$ cat config.mk
export PLATFORM = sky130hd
export DESIGN_NAME = tt_um_unclegravity_neuron_mac
export DESIGN_NICKNAME = d
export VERILOG_FILES = /design/src/rtl/tt_um_unclegravity_neuron_mac.sv
export SDC_FILE = /design/constraint.sdc
export NUM_CORES = 1
export LEC_CHECK = 0
export CAP_MARGIN = 20
export CORE_MARGIN = 10
export CORE_UTILIZATION = 62
export CTS_BUF_LIST = sky130_fd_sc_hd__clkbuf_2
export CTS_CLUSTER_SIZE = 25
export DETAILED_ROUTE_END_ITERATION = 10
export DONT_BUFFER_PORTS = 1
export PLACE_DENSITY = 0.78
export SKIP_LAST_GASP = 1
export SLEW_MARGIN = 15
export SYNTH_ARGS = -nofsm -noshare
export SYNTH_HDL_FRONTEND = slang
export SYNTH_SLANG_ARGS = --single-unit
$ cat constraint.sdc
create_clock -name clk -period 14.45 [get_ports clk]
set_input_delay 1.445 -clock clk [delete_from_list [all_inputs] [get_ports clk]]
set_output_delay 1.445 -clock clk [all_outputs]
set_load 0.005 [all_outputs]
$ cat src/rtl/tt_um_unclegravity_neuron_mac.sv
`default_nettype none
// ============================================================================
// Module      : tt_um_unclegravity_neuron_mac
// Description : Single neuron for the neuralnet tile. The host streams signed
//               int8 weight/activation pairs on ui_in. Each pair is
//               multiply-accumulated. The pair flagged "last" closes the dot
//               product. The sum is then arithmetically shifted right by
//               SHIFT, saturated to 8 bits and held on uo_out.
//
//               This is a Tiny Tapeout user module. ena is ignored.
//
// Ports       : clk      - clock, rising edge
//               rst_n    - asynchronous active-low reset
//               ena      - always 1, unused
//               ui_in    - data byte (signed weight or activation)
//               uio_in   - [0] valid, [1] last (taken with the activation
//                          byte only), [2] clr (synchronous, highest
//                          priority), [7:3] unused
//               uo_out   - registered neuron result
//               uio_out  - [4] ready, [5] done, [6] phase (1 = expect
//                          activation), [7] ovf (sticky), [3:0] = 0
//               uio_oe   - constant 8'hF0: status nibble driven, control
//                          nibble input
//
// Parameters  : N_MAX - pairs accumulated per dot product; later pairs are
//                       dropped and set ovf
//               ACC_W - signed accumulator width, >= 16+$clog2(N_MAX)+1
//               SHIFT - arithmetic right shift applied before saturation
//
// Config      : NEURON_RELU_EN - when defined, the output stage is a ReLU
//                                that clamps to 0..255 unsigned. Otherwise
//                                it saturates signed to -128..127.
//
// Revision    : 1.0 - initial release
// ============================================================================
module tt_um_unclegravity_neuron_mac #(
    parameter int N_MAX = 16,
    parameter int ACC_W = 21,
    parameter int SHIFT = 4
) (
    input  logic       clk,
    input  logic       rst_n,
    input  logic       ena,
    input  logic [7:0] ui_in,
    input  logic [7:0] uio_in,
    output logic [7:0] uo_out,
    output logic [7:0] uio_out,
    output logic [7:0] uio_oe
);

    // The count must be able to hold N_MAX itself. That value marks the
    // accumulator as full.
    localparam int CNT_W = $clog2(N_MAX + 1);

    localparam logic [CNT_W-1:0]        C_N_MAX   = CNT_W'(N_MAX);
`ifdef NEURON_RELU_EN
    localparam logic signed [ACC_W-1:0] C_U8_MAX  = ACC_W'(255);
`else
    localparam logic signed [ACC_W-1:0] C_S8_MAX  = ACC_W'(127);
    localparam logic signed [ACC_W-1:0] C_S8_MIN  = ACC_W'(-128);
`endif

    typedef enum logic [1:0] {
        S_W   = 2'd0,   // await weight
        S_X   = 2'd1,   // await activation
        S_ACC = 2'd2,   // multiply-accumulate
        S_OUT = 2'd3    // scale, saturate, emit
    } state_t;

    state_t r_state;
    state_t w_next;

    logic                     w_valid;
    logic                     w_last_in;
    logic                     w_clr;
    logic                     w_ready;
    logic                     w_unused;

    logic signed [7:0]        r_w;
    logic signed [7:0]        r_x;
    logic                     r_last;
    logic signed [ACC_W-1:0]  r_acc;
    logic [CNT_W-1:0]         r_cnt;
    logic [7:0]               r_uo;
    logic                     r_done;
    logic                     r_ovf;

    logic signed [15:0]       w_prod;
    logic signed [ACC_W-1:0]  w_prod_ext;
    logic signed [ACC_W-1:0]  w_shifted;
    logic [7:0]               w_sat;

    assign w_valid   = uio_in[0];
    assign w_last_in = uio_in[1];
    assign w_clr     = uio_in[2];
    assign w_unused  = &{1'b0, ena, uio_in[7:3]};

    // ------------------------------------------------------------------
    // FSM: state register
    // ------------------------------------------------------------------
    always_ff @(posedge clk or negedge rst_n) begin
        if (!rst_n) begin
            r_state <= S_W;
        end else begin
            r_state <= w_next;
        end
    end

    // ------------------------------------------------------------------
    // FSM: next state and ready. Bytes arriving while ready is low are lost.
    // ------------------------------------------------------------------
    always_comb begin
        w_next  = r_state;
        w_ready = 1'b0;
        case (r_state)
            S_W: begin
                w_ready = 1'b1;
                if (w_valid) w_next = S_X;
            end
            S_X: begin
                w_ready = 1'b1;
                if (w_valid) w_next = S_ACC;
            end
            S_ACC:   w_next = r_last ? S_OUT : S_W;
            S_OUT:   w_next = S_W;
            default: w_next = S_W;
        endcase
        if (w_clr) w_next = S_W;
    end

    // ------------------------------------------------------------------
    // Arithmetic
    // ------------------------------------------------------------------
    assign w_prod     = r_w * r_x;
    assign w_prod_ext = {{(ACC_W-16){w_prod[15]}}, w_prod};
    assign w_shifted  = r_acc >>> SHIFT;

`ifdef NEURON_RELU_EN
    always_comb begin
        w_sat = w_shifted[7:0];
        if (w_shifted < 0)             w_sat = 8'h00;
        else if (w_shifted > C_U8_MAX) w_sat = 8'hFF;
    end
`else
    always_comb begin
        w_sat = w_shifted[7:0];
        if (w_shifted > C_S8_MAX)      w_sat = 8'h7F;
        else if (w_shifted < C_S8_MIN) w_sat = 8'h80;
    end
`endif

    // ------------------------------------------------------------------
    // Datapath registers
    // ------------------------------------------------------------------
    always_ff @(posedge clk or negedge rst_n) begin
        if (!rst_n) begin
            r_w    <= '0;
            r_x    <= '0;
            r_last <= 1'b0;
            r_acc  <= '0;
            r_cnt  <= '0;
            r_uo   <= '0;
            r_done <= 1'b0;
            r_ovf  <= 1'b0;
        end else if (w_clr) begin
            // clr wins over everything, including a byte presented this cycle
            r_acc  <= '0;
            r_cnt  <= '0;
            r_uo   <= '0;
            r_done <= 1'b0;
            r_ovf  <= 1'b0;
        end else begin
            case (r_state)
                S_W: begin
                    if (w_valid) begin
                        r_w    <= ui_in;
                        r_done <= 1'b0;
                    end
                end
                S_X: begin
                    if (w_valid) begin
                        r_x    <= ui_in;
                        r_last <= w_last_in;
                    end
                end
                S_ACC: begin
                    if (r_cnt < C_N_MAX) begin
                        r_acc <= r_acc + w_prod_ext;
                        r_cnt <= r_cnt + 1'b1;
                    end else begin
                        // ovf stays set through result emission; only clr
                        // or reset clears it
                        r_ovf <= 1'b1;
                    end
                end
                S_OUT: begin
                    r_uo   <= w_sat;
                    r_done <= 1'b1;
                    r_acc  <= '0;
                    r_cnt  <= '0;
                end
                default: ;
            endcase
        end
    end

    // ------------------------------------------------------------------
    // Outputs
    // ------------------------------------------------------------------
    assign uo_out  = r_uo;
    assign uio_out = {r_ovf, (r_state == S_X), r_done, w_ready, 4'b0000};
    assign uio_oe  = 8'hF0;

endmodule
`default_nettype wire
# == Yosys cells after proc, flatten, opt, wreduce, memory -nomap -nowiden ==
# Cells that the tools add are included.
# word_totals
inputBits,19
word_cells,57
output_inout_bits,24
regBits,55
# op_classes
n_addsub,2
n_mux,22
n_eq_ne,7
n_lt_le_gt_ge,3
multipliers,1
bitwise,1
reduce_logical,12
# op_table
cell,count
21-bit two-way mux,2
21-bit one-hot mux with 2 select lines,1
8-bit two-way mux,4
21-bit by 16-bit adder with 21-bit output,1
"17-bit by 8-bit > comparator with 1-bit output, second input constant",1
"17-bit by 8-bit < comparator with 1-bit output, second input constant",1
8-bit by 8-bit multiplier with 16-bit output,1
5-bit two-way mux,2
5-bit one-hot mux with 2 select lines,1
"3-bit != test, second input constant",3
2-bit two-way mux,4
2-bit one-hot mux with 4 select lines,1
2-bit AND reduction,4
1-bit two-way mux,6
3-bit AND reduction,2
3-bit nonzero test,2
"5-bit by 1-bit adder with 5-bit output, second input constant",1
"5-bit < comparator, second input constant",1
"2-bit equality test, second input constant",2
2-bit nonzero test,2
"2-bit by 1-bit equality test with 1-bit output, second input constant",1
2-bit logical NOT,1
"2-bit != test, second input constant",1
1-bit one-hot mux with 2 select lines,1
other kinds (2),2

# == Longest topological paths before layout ==
# Gate-level depths: netlist (run 1).
# logic_depth
word_depth,5
mapped_depth,19
depth_no_buf,18

# == Worst setup path after synthesis (run 1) ==
# Ideal clock, no wire load.
# synth_path
path_type,flip-flop to flip-flop
start,register r_x[0]
end,register r_acc[18]
arrival_time_ns,4.931
path_buffers,1
path_stages_with_launch,17
period_less_slack_ns,5.013
slack_ns,9.437
required_time_ns,14.368
setup_ns,0.082
path_cell_list,dfrtp_1 > clkbuf_1 > and2_1 > inv_1 > fa_1 > inv_1 > fa_1 > fa_1 > fa_1 > fa_1 > ha_1 > o21a_1 > o31ai_2 > a211oi_2 > o41ai_1 > or3_1 > a31oi_1
# synth_via
elab_chain_len,5
# synth_lines
item,line_no,rtl
from (decl),80,logic signed [7:0] r_x;
from (signal assigned),182,r_x <= ui_in;
8-bit by 8-bit multiplier with 16-bit output,134,assign w_prod = r_w * r_x;
21-bit by 16-bit adder with 21-bit output,188,r_acc <= r_acc + w_prod_ext;
21-bit two-way mux,187,if (r_cnt < C_N_MAX) begin
21-bit one-hot mux with 2 select lines,173,case (r_state)
21-bit two-way mux,165,end else if (w_clr) begin
to (signal assigned),188,
to (decl),82,logic signed [ACC_W-1:0] r_acc;
# No other way between the ends. The select of a mux whose other input is x is not followed.
# A chain may end at the register's enable or synchronous reset.

# == Worst setup path after layout (run 1) ==
# Same ends and word-level chain as after synthesis.

==> flow_metrics.env, run 1 <==
export IMPL_cts_buffers=5
export IMPL_path_delay_family="adder cells"
export IMPL_clockBufferDepth=2
export IMPL_synthArstFlopShare_pct=100
export IMPL_start_util_pct=63.2
export IMPL_cts_sinks=55
export IMPL_antenna_found_initial=0
export IMPL_min_path_cells=2
export IMPL_cp_depth=15
export IMPL_fin_crit_ns=5.64
export IMPL_io_pins=43
export IMPL_r2r_end="r_acc[18]"
export IMPL_synth_largest_area_cell="fa_1"
export IMPL_drc_errors=0
export IMPL_drive_above_1_share_pct=4.12
export IMPL_path_common_cell="fa_1"
export IMPL_area_growth_syn_to_layout_pct=1.49
export IMPL_cpPeakStageDelay_ns=0.70
export IMPL_layout_area_seq_mm2=0.00138
export IMPL_cp_slowest_cell="and2_1"
export IMPL_cts_root_buffer="clkbuf_2"
export IMPL_synth_cell_types=57
export IMPL_clock_skew_ns=0.0351
export IMPL_cp_num_buf_inv=2
export IMPL_synthTopCellsByCount="96 x inv_1, 92 x fa_1, 64 x nand2_1"
export IMPL_max_slew_worst_pin_slew_ns=1.08
export IMPL_drtAntennaViolNets=0
export IMPL_synthTopCellsByArea="fa_1 30%, dfrtp_1 22%, ha_1 10%"
export IMPL_clk_pin_slew_ns=0.33
export IMPL_gp_congestion=0.883
export IMPL_worstRegToRegCells=15
export IMPL_die_w_um=119
export IMPL_core_rowCount=36
export IMPL_multi_input_area_mm2=0.00423
export IMPL_ys_seq_area_share_pct=22.5
export IMPL_nNetsFinal=766
export IMPL_vias=4072
export IMPL_ff2ff_setup_slack_ns=8.81
export IMPL_maxCapViolCount=0
export IMPL_rsz0062_at_grt="no"
export IMPL_cp_required_ns=14.89
export IMPL_dr_pass1_iters=4
export IMPL_synth_seq_cells=55
export IMPL_min_path_type="reg2reg"
export IMPL_drv_slew=0
export IMPL_drt_wirelength_per_cell_um=16.1
export IMPL_clk_latency_ns=0.48
export IMPL_cts_htree_levels=2
export IMPL_synth_edf_count=0
export IMPL_relSlewSlack_pct=28.1
export IMPL_post_route_period_util_pct=39.1
export IMPL_die_h_um=119
export IMPL_grt_pass1_vias=4420
export IMPL_grt_max_degree=56
export IMPL_synth_area_mm2=0.00612
export IMPL_cp_max_fo=14
export IMPL_place_hpwl_um=9750
export IMPL_cp_start_kind="flip-flop"
export IMPL_crit_type="reg2reg"
export IMPL_synthMostInstantiatedCell="inv_1"
export IMPL_port_buffers=0
export IMPL_nFillCells=791
export IMPL_tritoncts="done"
export IMPL_antenna_cells=0
export IMPL_gr_total_overflow=0
export IMPL_fp_dieArea_mm2=0.0142
export IMPL_setup_violations=0
export IMPL_synth_cells=619
export IMPL_drtIter0Drc=257
export IMPL_wl_um=11900
export IMPL_r2r_start="r_x[0]"
export IMPL_routed_via_density=5.50
export IMPL_finalInstanceArea_mm2=0.00621
export IMPL_hp_start="r_acc[0]"
export IMPL_cts_resized=0
export IMPL_end_kind="flip-flop"
export IMPL_outcome="completed"
export IMPL_cts_hold_buf=0
export IMPL_crit_chain="and2_1, inv_1, fa_1, inv_1, fa_1, fa_1, fa_1, fa_1, ha_1, o21a_1, o31ai_2, a211oi_2, o41ai_1, nand3_1, a31oi_1"
export IMPL_hold_path_end="r_acc[0]"
export IMPL_avgSynthCellArea_um2=9.88
export IMPL_worst_ep_arrival_time_ns=6.08
export IMPL_synthFlopType="dfrtp_1"
export IMPL_cts_post_setup_buffers_inserted=0
export IMPL_grt_total_usage_pct=18.1
export IMPL_grt_first_pass_wirelength_um=21600
export IMPL_tns_ns=0
export IMPL_core_area_mm2=0.00968
export IMPL_ys_warn_count=0
export IMPL_synth_top_area_share_pct=30.1
export IMPL_max_freq_ghz=0.177
export IMPL_place_area_mm2=0.00615
export IMPL_timing_final_hold_violations=0
==> cell type report <==
| type | instances | area share, % |
|---|---|---|
| multi-input combinational | 445 | 68.2 |
| sequential | 55 | 22.2 |
| inverter | 98 | 5.92 |
| tap | 133 | 2.68 |
| clock inverter | 3 | 0.544 |
| clock buffer | 5 | 0.403 |
| timing repair buffer | 1 | 0.121 |
==> kinds of logic (layout without fill, tap and decap cells) <==
| group | after synthesis | after routing | share of synthesized area, % |
|---|---|---|---|
| compound gates | 83 | 83 | 8.69 |
| xor+xnor | 18 | 18 | 2.58 |
| fa+ha+maj | 141 | 141 | 40.1 |
| buf+inv | 129 | 107 | 9.04 |
| flops | 55 | 55 | 22.5 |
| mux | 16 | 16 | 2.94 |
| other cells | 2 | 12 | 0.123 |
| simple gates | 175 | 175 | 14.0 |
==> sequential cells by signal, indices dropped and copies added (netlist names) <==
| name | count |
|---|---|
| r_acc | 21 |
| r_w | 8 |
| r_x | 8 |
| uo_out | 8 |
| r_cnt | 5 |
| r_state | 2 |
| r_done | 1 |
| r_last | 1 |
| r_ovf | 1 |
==> metal layers <==
layer  vias up  share of wire [%]  GRT usage [%]  routed length [um]
met1      2072                 42           23.1                5060
li1       1928                  -              -                   -
met4         0                1.4           3.85                 173
met3        14                2.4           2.03                 290
met2        58                 54           32.3                6410
met5         -                  0              0                   0
==> per-stage QoR <==
step | worst slack, ns | utilization, % | hold slack [ns] | cells
final | 8.81 | 64.1 | 0.556 | 740
after global routing | 8.52 | 64.1 | 0.496 | 740
after CTS | 8.83 | 64.1 | 0.540 | 740
after detailed placement | 8.87 | 63.5 | 0.496 | 732
after global placement | 9.00 | 63.5 | 0.489 | 732
after floorplan | 9.44 | - | 0.458 | 629
==> worst register-to-register path: stages (launching register included) <==
cell and delay, ns:
dfrtp_1 0.61, and2_1 0.70, inv_1 0.14, fa_1 0.53, inv_1 0.05, fa_1 0.52, fa_1 0.46, fa_1 0.59
fa_1 0.42, ha_1 0.35, o21a_1 0.20, o31ai_2 0.09, a211oi_2 0.14, o41ai_1 0.44, nand3_1 0.14, a31oi_1 0.22
==> how the worst max path moves through the flow <==
stage	slack (ns)	end	startpoint
2_1_floorplan	9.44	r_acc[18]	r_x[0]
3_3_place_gp	9.00	r_acc[18]	r_x[0]
3_5_place_dp	8.87	r_acc[18]	r_x[0]
4_1_cts	8.83	r_acc[18]	r_x[0]
5_1_grt	8.52	r_acc[18]	r_x[0]
6_report	8.81	r_acc[18]	r_x[0]
==> placed cells by master, fill, tap and decap left out, types with 5 or more instances in the layout <==
| master | n |
|---|---|
| inv_1 | 96 |
| o21ai_0 | 8 |
| dfrtp_1 | 55 |
| a21oi_1 | 23 |
| mux2_1 | 9 |
| nand3_1 | 13 |
| clkbuf_2 | 5 |
| xnor2_1 | 11 |
| xor2_1 | 7 |
| mux2_2 | 7 |
| conb_1 | 12 |
| o21ai_1 | 17 |
| nand2_1 | 64 |
| fa_1 | 92 |
| a21o_1 | 5 |
| nor2_1 | 34 |
| nor3_1 | 6 |
| and2_1 | 34 |
| ha_1 | 49 |
Power of run 1 is not shown: default switching activity piles up to over one toggle a cycle in this logic, so the estimate is an artifact.
==> inputs of run 2 (changes only) <==
==> constraint.sdc (replaced) <==
create_clock -name clk -period 5.2 [get_ports clk]
set_input_delay 0.52 -clock clk [delete_from_list [all_inputs] [get_ports clk]]
set_output_delay 0.52 -clock clk [all_outputs]
set_load 0.005 [all_outputs]
==> run 2 against run 1 <==
  * Register-to-register slack got worse by 8.5 ns
  * Critical path depth grew 2
  * Final cell count increased by 2.0%
  * Clock-buffer cell count unchanged
  * Routed wire length rose by 2.7%
  * Critical endpoint unchanged
  * Final area up 2.6%
  * First-iteration DRC count increased by 6.6%
  * Via count is 1.9% higher
==> flow_metrics.env, run 2 (same netlist as run 1, synthesis figures left out) <==
export IMPL_multi_input_area_mm2=0.00426
export IMPL_port_buffers=0
export IMPL_grt_max_degree=56
export IMPL_drc_errors=0
export IMPL_core_rowCount=36
export IMPL_antenna_cells=0
export IMPL_nFillCells=795
export IMPL_nNetsFinal=781
export IMPL_layout_area_seq_mm2=0.00138
export IMPL_grt_pass1_vias=4405
export IMPL_gp_congestion=0.901
export IMPL_cp_start_kind="flip-flop"
export IMPL_worst_ep_arrival_time_ns=5.39
export IMPL_vias=4148
export IMPL_fin_cells=755
export IMPL_cts_htree_levels=2
export IMPL_timing_final_hold_violations=0
export IMPL_max_slew_worst_pin_slew_ns=1.06
export IMPL_largest_reg_flops=21
export IMPL_fin_util_pct=65.8
export IMPL_setup_violations=0
export IMPL_core_area_mm2=0.00968
export IMPL_area_growth_syn_to_layout_pct=4.17
export IMPL_grt_total_usage_pct=18.4
export IMPL_mostFrequentLayoutCells="94 x inv_1, 90 x fa_1, 64 x nand2_1, 54 x dfrtp_1, 48 x ha_1"
export IMPL_outcome="completed"
export IMPL_grt_first_pass_wirelength_um=21600
export IMPL_cts_root_buffer="clkbuf_2"
export IMPL_tritoncts="done"
export IMPL_io_pins=43
export IMPL_dp_cells=742
export IMPL_maxCapViolCount=0
export IMPL_wl_um=12300
export IMPL_finalInstanceArea_mm2=0.00637
export IMPL_clk_pin_slew_ns=0.31
export IMPL_relSlewSlack_pct=29.3
export IMPL_place_hpwl_um=9990
export IMPL_gr_total_overflow=0
export IMPL_drt_wirelength_per_cell_um=16.2
export IMPL_place_area_mm2=0.00623
export IMPL_dr_pass1_iters=5
export IMPL_clk_latency_ns=0.49
export IMPL_fin_crit_ns=4.94
export IMPL_cts_buffers=5
export IMPL_top_register="r_acc"
export IMPL_fp_dieArea_mm2=0.0142
export IMPL_die_w_um=119
export IMPL_clockBufferDepth=2
export IMPL_routed_via_density=5.49
export IMPL_end_kind="flip-flop"
export IMPL_fin_ws_ns=0.256
export IMPL_post_route_period_util_pct=95.1
export IMPL_crit_type="reg2reg"
export IMPL_start_util_pct=63.2
export IMPL_post_place_ws_ns=0.0371
export IMPL_drive_above_1_share_pct=8.04
export IMPL_final_common_cell="inv_1"
export IMPL_drtAntennaViolNets=0
export IMPL_cts_sinks=55
export IMPL_cp_max_fo=13
export IMPL_drv_slew=0
export IMPL_die_h_um=119
export IMPL_drtIter0Drc=274
export IMPL_min_path_type="in2reg"
export IMPL_antenna_found_initial=0
export IMPL_clock_skew_ns=0.0176
export IMPL_cp_required_ns=5.64
export IMPL_ff2ff_setup_slack_ns=0.26
export IMPL_max_freq_ghz=0.202
run 2: cell types whose count changed in the layout (fill, tap and decap cells not counted), sizes merged:
cell	before	now
dlygate4sd3	0	2
buf	1	14
clkinvlp	0	2
clkinv	3	1
run 2: critical path, cell delays in order (launching register included):
cell      delay, ns
dfrtp_2        0.51
buf_4          0.14
and2_1         0.14
buf_4          0.21
fa_1           0.50
inv_1          0.05
fa_1           0.49
inv_1          0.05
fa_1           0.47
fa_1           0.49
ha_1           0.31
ha_2           0.38
and3_4         0.21
nand2_1        0.07
a211oi_2       0.27
o41ai_2        0.11
or3_1          0.33
a31oi_1        0.17
run 2: metal layers:
| layer | GRT usage (%) | wire length (um) |
|---|---|---|
| met1 | 23.3 | 5180 |
| met2 | 32.5 | 6540 |
| met3 | 2.79 | 352 |
| met4 | 4.30 | 181 |
| met5 | 0 | 0 |
run 2: final timing paths:
check	startpoint	endpoint	cells after the start
setup / recovery	r_w[7]	r_acc[18]	17
hold / removal	uio_in[2]	r_state[0]	1
setup reg to reg	r_w[7]	r_acc[18]	17
hold reg to reg	r_acc[3]	r_acc[3]	2
max in group asynchronous	rst_n	r_acc[13]	2
min in group asynchronous	rst_n	r_done	2
run 2: layout make-up:
class	count	area share, %
Multi-Input combinational cell	445	66.8
Sequential cell	55	21.6
Inverter	98	5.83
Tap cell	133	2.61
Timing Repair Buffer	16	2.28
Clock inverter	3	0.432
Clock buffer	5	0.393
run 2: through the flow:
step                 TNS [ns]  hold WS (ns)
floorplan                   0         0.224
global placement            0         0.227
detailed placement          0         0.227
CTS                         0        0.0172
global route        -0.000699       0.00447
finish                      0        0.0503
run 2: timing repair:
item                                    in CTS  in global routing
setup buffers                                0                  2
gates resized for setup                      1                 11
hold buffers                                 2                  1
hold endpoints to repair                    55                  3
endpoints found under the setup margin       1                  6
Power of run 2 is left out for the same reason.
